### config.mk
export PLATFORM = sky130hd
export DESIGN_NAME = stb_channel_arbiter
export DESIGN_NICKNAME = d
export VERILOG_FILES = /design/src/rtl/stb_channel_arbiter.sv
export SDC_FILE = /design/constraint.sdc
export NUM_CORES = 1
export LEC_CHECK = 0
export CAP_MARGIN = 0
export CORE_MARGIN = 2
export CORE_UTILIZATION = 49
export DETAILED_ROUTE_END_ITERATION = 10
export PLACE_DENSITY = 0.77
export SYNTH_ARGS = -nofsm -noshare
export SYNTH_HDL_FRONTEND = slang
export SYNTH_SLANG_ARGS = --single-unit
### constraint.sdc
create_clock -name i_clk -period 2 [get_ports i_clk]
set_input_delay 0.5 -clock i_clk [delete_from_list [all_inputs] [get_ports i_clk]]
set_output_delay 0.5 -clock i_clk [all_outputs]
set_load 0.02 [all_outputs]
### src/rtl/stb_channel_arbiter.sv
`timescale 1ns/1ps
// stb_channel_arbiter
//
// Shares one single-bit clock-crossing strobe channel among NREQ event
// sources. Each source's events land in a sticky pending flag; pending
// sources are granted round-robin, one strobe at a time. After every strobe
// the arbiter sits in HOLD for at least HOLDOFF cycles. When USE_ACK is set,
// it also waits for the crossing's acknowledge before it can issue again.
//
// Handshake: o_stb is a one-cycle launch pulse with no backpressure. o_id is
// valid in the o_stb cycle and holds until the next grant. Flow control comes
// entirely from the HOLD pacing: the HOLDOFF timer, plus i_ack when USE_ACK=1.
// i_ack is a one-cycle pulse. It only counts while in HOLD, and not in the
// o_stb cycle itself, so an ack left over from the previous strobe cannot
// release the current one.
//
// FSM state is visible on o_busy, which is exactly (state == HOLD).

module stb_channel_arbiter #(
  parameter int NREQ    = 4,
  parameter int HOLDOFF = 12,
  parameter bit USE_ACK = 1'b1
) (
  input  logic                    i_clk,
  input  logic                    i_reset_n,
  input  logic [NREQ-1:0]         i_req,
  input  logic                    i_ack,
  output logic                    o_stb,
  output logic [$clog2(NREQ)-1:0] o_id,
  output logic [NREQ-1:0]         o_pending,
  output logic [NREQ-1:0]         o_overflow,
  output logic                    o_busy
);

  localparam int IDW = $clog2(NREQ);
  localparam int CW  = $clog2(HOLDOFF);

  localparam logic [CW-1:0]  CNT_RELOAD = CW'(HOLDOFF - 1);
  localparam logic [IDW-1:0] LAST_RST   = IDW'(NREQ - 1);

  localparam logic [0:0] ST_IDLE = 1'b0;
  localparam logic [0:0] ST_HOLD = 1'b1;

  // Registered state
  logic [0:0]      state_q,    state_d;
  logic [CW-1:0]   cnt_q,      cnt_d;
  logic            ack_seen_q, ack_seen_d;
  logic [IDW-1:0]  last_q,     last_d;
  logic [IDW-1:0]  id_q,       id_d;
  logic            stb_q,      stb_d;
  logic [NREQ-1:0] pending_q,  pending_d;
  logic [NREQ-1:0] ovf_q,      ovf_d;

  // Combinational helpers
  logic            win_found;
  logic [IDW-1:0]  win_idx;
  logic            any_pend;
  logic            hold_release;
  logic            grant;
  logic [NREQ-1:0] grant_mask;

  // Round-robin search: first pending index starting at last+1, wrapping.
  always_comb begin
    int             cand;
    logic [IDW-1:0] cand_idx;
    win_found = 1'b0;
    win_idx   = '0;
    cand      = 0;
    cand_idx  = '0;
    for (int i = 1; i <= NREQ; i++) begin
      cand     = (int'(last_q) + i) % NREQ;
      cand_idx = IDW'(cand);
      if (!win_found && pending_q[cand_idx]) begin
        win_found = 1'b1;
        win_idx   = cand_idx;
      end
    end
  end

  // Grant decision: a grant from IDLE, or back-to-back from HOLD on release.
  always_comb begin
    any_pend     = |pending_q;
    hold_release = (cnt_q == '0) && (ack_seen_q || !USE_ACK);
    grant        = any_pend && win_found &&
                   ((state_q == ST_IDLE) || ((state_q == ST_HOLD) && hold_release));
    grant_mask   = grant ? (NREQ'(1) << win_idx) : '0;
  end

  // Pending/overflow bookkeeping. A new event arriving in the same cycle as
  // its source's grant is re-queued rather than flagged as an overflow.
  always_comb begin
    pending_d = (pending_q & ~grant_mask) | i_req;
    ovf_d     = i_req & pending_q & ~grant_mask;
  end

  // Strobe, identity and round-robin pointer updates.
  always_comb begin
    stb_d  = grant;
    id_d   = grant ? win_idx : id_q;
    last_d = grant ? win_idx : last_q;
  end

  // Pacing FSM: the IDLE/HOLD transitions, the hold-off counter and the
  // ack latch.
  always_comb begin
    state_d    = state_q;
    cnt_d      = cnt_q;
    ack_seen_d = ack_seen_q;
    case (state_q)
      ST_IDLE: begin
        // Acks arriving while idle belong to nothing outstanding.
        ack_seen_d = 1'b0;
        if (grant) begin
          state_d = ST_HOLD;
          cnt_d   = CNT_RELOAD;
        end
      end
      ST_HOLD: begin
        if (cnt_q != '0) begin
          cnt_d = cnt_q - 1'b1;
        end
        if (i_ack && !stb_q) begin
          ack_seen_d = 1'b1;
        end
        if (hold_release) begin
          ack_seen_d = 1'b0;
          if (grant) begin
            cnt_d = CNT_RELOAD;
          end else begin
            state_d = ST_IDLE;
          end
        end
      end
      default: begin
        state_d    = ST_IDLE;
        ack_seen_d = 1'b0;
      end
    endcase
  end

  // State registers with synchronous active-low reset.
  always_ff @(posedge i_clk) begin
    if (!i_reset_n) begin
      state_q    <= ST_IDLE;
      cnt_q      <= '0;
      ack_seen_q <= 1'b0;
      last_q     <= LAST_RST;
      id_q       <= '0;
      stb_q      <= 1'b0;
      pending_q  <= '0;
      ovf_q      <= '0;
    end else begin
      state_q    <= state_d;
      cnt_q      <= cnt_d;
      ack_seen_q <= ack_seen_d;
      last_q     <= last_d;
      id_q       <= id_d;
      stb_q      <= stb_d;
      pending_q  <= pending_d;
      ovf_q      <= ovf_d;
    end
  end

  assign o_stb      = stb_q;
  assign o_id       = id_q;
  assign o_pending  = pending_q;
  assign o_overflow = ovf_q;
  assign o_busy     = (state_q == ST_HOLD);

endmodule

==> flow_metrics.tcl <==
set metrics [dict create \
    status "finished, final reports clean" \
    drv_slew 0 \
    place_hpwl_um 1410 \
    relSlewSlack_pct 61.7 \
    finalWorstPathRequiredPeriod_ns 1.89 \
    synth_top_area_share_pct 41.9 \
    grt_pass1_wl_um 3220 \
    worstSkewPairLatency_ns 0.30 \
    setup_tns_ns 0 \
    ys_seq_elements 19 \
    first_global_vias 724 \
    syn_avg_cell_area_sq_um 8.98 \
    synthTopCellsByCount "19 x dfxtp_1, 7 x a21oi_1, 7 x inv_1, 7 x nor2_1" \
    yosysMostFrequentCell "dfxtp_1" \
    synthArstFlopShare_pct 0 \
    ys_top_cells_by_area "dfxtp_1 42%, a21oi_1 3.9%, mux2i_1 3.3%, o21ai_0 3.3%, o21ai_1 3.3%" \
    die_area_sq_mm 0.00221 \
    dr.pass1.iters 4 \
    critPathMaxStageDelay_ns 0.64 \
    syn_area_sq_um 907 \
    yosysTopAreaCell "dfxtp_1" \
    path_clk_slew_ns 0.11 \
    yosysUniqueCellTypes 37 \
    power_density_mw_per_mm2 817 \
    port_buffers 18 \
    drive_gt1_share_pct 14.8 \
    ys.flop_type "dfxtp_1" \
    period_share_pct 94.5 \
    cp.depth 1 \
    dr_total_vias 802 \
    ir_drop_mv 0.624 \
    ys_seq_area_share_pct 41.9 \
    initial_core_util_pct 52.5 \
    fill_cells 157 \
    wl_per_cell_um 13.1 \
    ys_warn_count 0 \
    min_from "o_id[0]$_SDFFE_PN0P_" \
    viasPerCell 5.46 \
    grt_setup_unrepaired "no" \
    required_ns 1.50 \
    rr_worst_depth 6 \
    max_cap_viol_count 0 \
    critPathLaunchType "flop" \
    cts_sinks 19 \
    core_area_sq_mm 0.00173 \
    crit_arrival_ns 1.39 \
    drt-total-wl_um 1930 \
    rows 15 \
    skew_ns 0.00710 \
    diodes 0 \
    cp.buffers_inverters 1 \
    grtUsageMet2_pct 32.9 \
    grt.busiest_layer "met2" \
    worst_pin_slew_ns 0.572 \
    crit_family "buffers and inverters" \
    clockBufferDepth 2 \
    grt_max_degree 20 \
    fin_nets 131 \
    overflow 0 \
    clock-root-buffer "clkbuf_4" \
    io_pins 19 \
    fmax_mhz 529 \
    setup_viol 0 \
    die_h_um 47.0 \
    crit_type "reg2out" \
    die_w_um 47.0 \
    crit_chain "clkdlybuf4s50_1" \
    antenna_found_initial 0 \
    syn2layout_area_growth_pct 27.3 \
    r2r-start "cnt_q[0]$_SDFFE_PN0P_" \
    cp_max_fo 10 \
    ant_nets 0 \
    min_to "o_id[0]$_SDFFE_PN0P_" \
    synth-edff-count 0 \
    use_met1_pct 27.3 \
    drt-initial-drc-count 8 \
    syn_inst 101 \
    cts_setup_buffers 0 \
    gp_congestion 0.744 \
    h-tree-depth 1 \
    endpoint_kind "output pin" \
    track_usage_pct 21.7 \
    cts_tree "yes" \
    drc 0 \
    whs_path_depth 2 \
    total_power_uw 943 \
    crit_slowest_cell "clkdlybuf4s50_1" \
    r2r_slack_ns 0.35 \
    use_met3_pct 5.77 \
    hp-class "reg2reg" \
    rr_endpoint "o_pending[2]$_SDFF_PN0_" \
    syn_nets 109 \
    numCtsBuffers 3 \
    hold_viol_final 0 \
    leakage_uw 0.000454 \
]
-- kinds of logic after synthesis --
family          share of synthesized area, %
simple gates                            21.8
compound gates                          26.9
flops                                   41.9
buf+inv                                 4.69
fa+ha+maj                               1.38
mux                                     3.31
-- how the worst max path moves through the flow --
stage	slack, ns	startpoint	to
after floorplan	0.50	cnt_q[0]$_SDFFE_PN0P_	last_q[0]$_SDFFE_PN1P_
after global placement	0.35	o_pending[1]$_SDFF_PN0_	o_pending[1]
after detailed placement	0.31	o_pending[1]$_SDFF_PN0_	o_pending[1]
after CTS	0.003	o_pending[3]$_SDFF_PN0_	o_pending[3]
after global routing	0.05	o_pending[1]$_SDFF_PN0_	o_pending[1]
final	0.11	o_pending[1]$_SDFF_PN0_	o_pending[1]
-- layout by cell type, fill, tap and decap left out, drive strengths merged --
| cell | Yosys | layout |
|---|---|---|
| a211oi | 2 | 2 |
| or3 | 1 | 1 |
| nor2b | 2 | 2 |
| o21ai | 12 | 12 |
| dfxtp | 19 | 19 |
| nor3b | 2 | 2 |
| o311a | 1 | 1 |
| a31oi | 4 | 4 |
| o221a | 1 | 1 |
| or4 | 1 | 1 |
| clkdlybuf4s50 | 0 | 17 |
| ha | 1 | 1 |
| dlymetal6s2s | 0 | 1 |
| a211o | 2 | 2 |
| a2111oi | 1 | 1 |
| nand4b | 1 | 1 |
| o21a | 3 | 3 |
| clkbuf | 2 | 4 |
| buf | 1 | 2 |
| a21oi | 8 | 8 |
| inv | 8 | 8 |
| nor2 | 7 | 7 |
| mux2i | 3 | 3 |
| nor3 | 2 | 2 |
| nand2b | 3 | 3 |
| nand2 | 4 | 4 |
| nor4 | 1 | 1 |
| a21boi | 2 | 2 |
| nand4bb | 1 | 1 |
| and2 | 2 | 2 |
| nand3 | 4 | 4 |
-- cell type report --
cell class                      count  area, sq um  area share, %
Inverter                            8         30.0           2.60
Multi-Input combinational cell     71          484           41.9
Clock buffer                        4         26.3           2.28
Sequential cell                    19          385           33.4
Timing Repair Buffer               20          198           17.1
Tap cell                           25         31.3           2.71
-- flip-flops by register name, indices dropped and copies added (netlist names) --
register,flops
ack_seen_q,1
cnt_q,4
last_q,2
o_busy,1
o_id,2
o_overflow,4
o_pending,4
o_stb,1
-- what timing repair did --
item | CTS | global route
resized for setup | 1 | 4
hold buffers | 0 | 0
cloned | 0 | 0
setup endpoints to repair | 1 | 4
endpoints found under the hold margin | 0 | 0
-- metrics by stage --
step	instance area (sq um)	hold WS (ns)	utilization, %	std cells	worst slack (ns)
4_1_cts	1150	0.517	66.5	147	0.00290
2_1_floorplan	907	0.475	-	101	0.500
3_5_place_dp	1120	0.486	64.9	143	0.307
5_1_grt	1150	0.538	66.9	147	0.0461
3_3_place_gp	1120	0.483	64.9	143	0.353
6_report	1150	0.518	66.9	147	0.110
-- power by group --
group	total (uW)	internal, uW	switching [uW]
Sequential	468	418	49.8
Combinational	278	136	142
Clock	198	77.9	120
Total	943	632	312
-- metal layers --
| layer | wire length [um] | vias to the layer above |
|---|---|---|
| met4 | 54 | 0 |
| met5 | 0 | - |
| li1 | - | 412 |
| met2 | 852 | 19 |
| met3 | 69 | 5 |
| met1 | 956 | 366 |
Power figures use the tool's default switching activity.
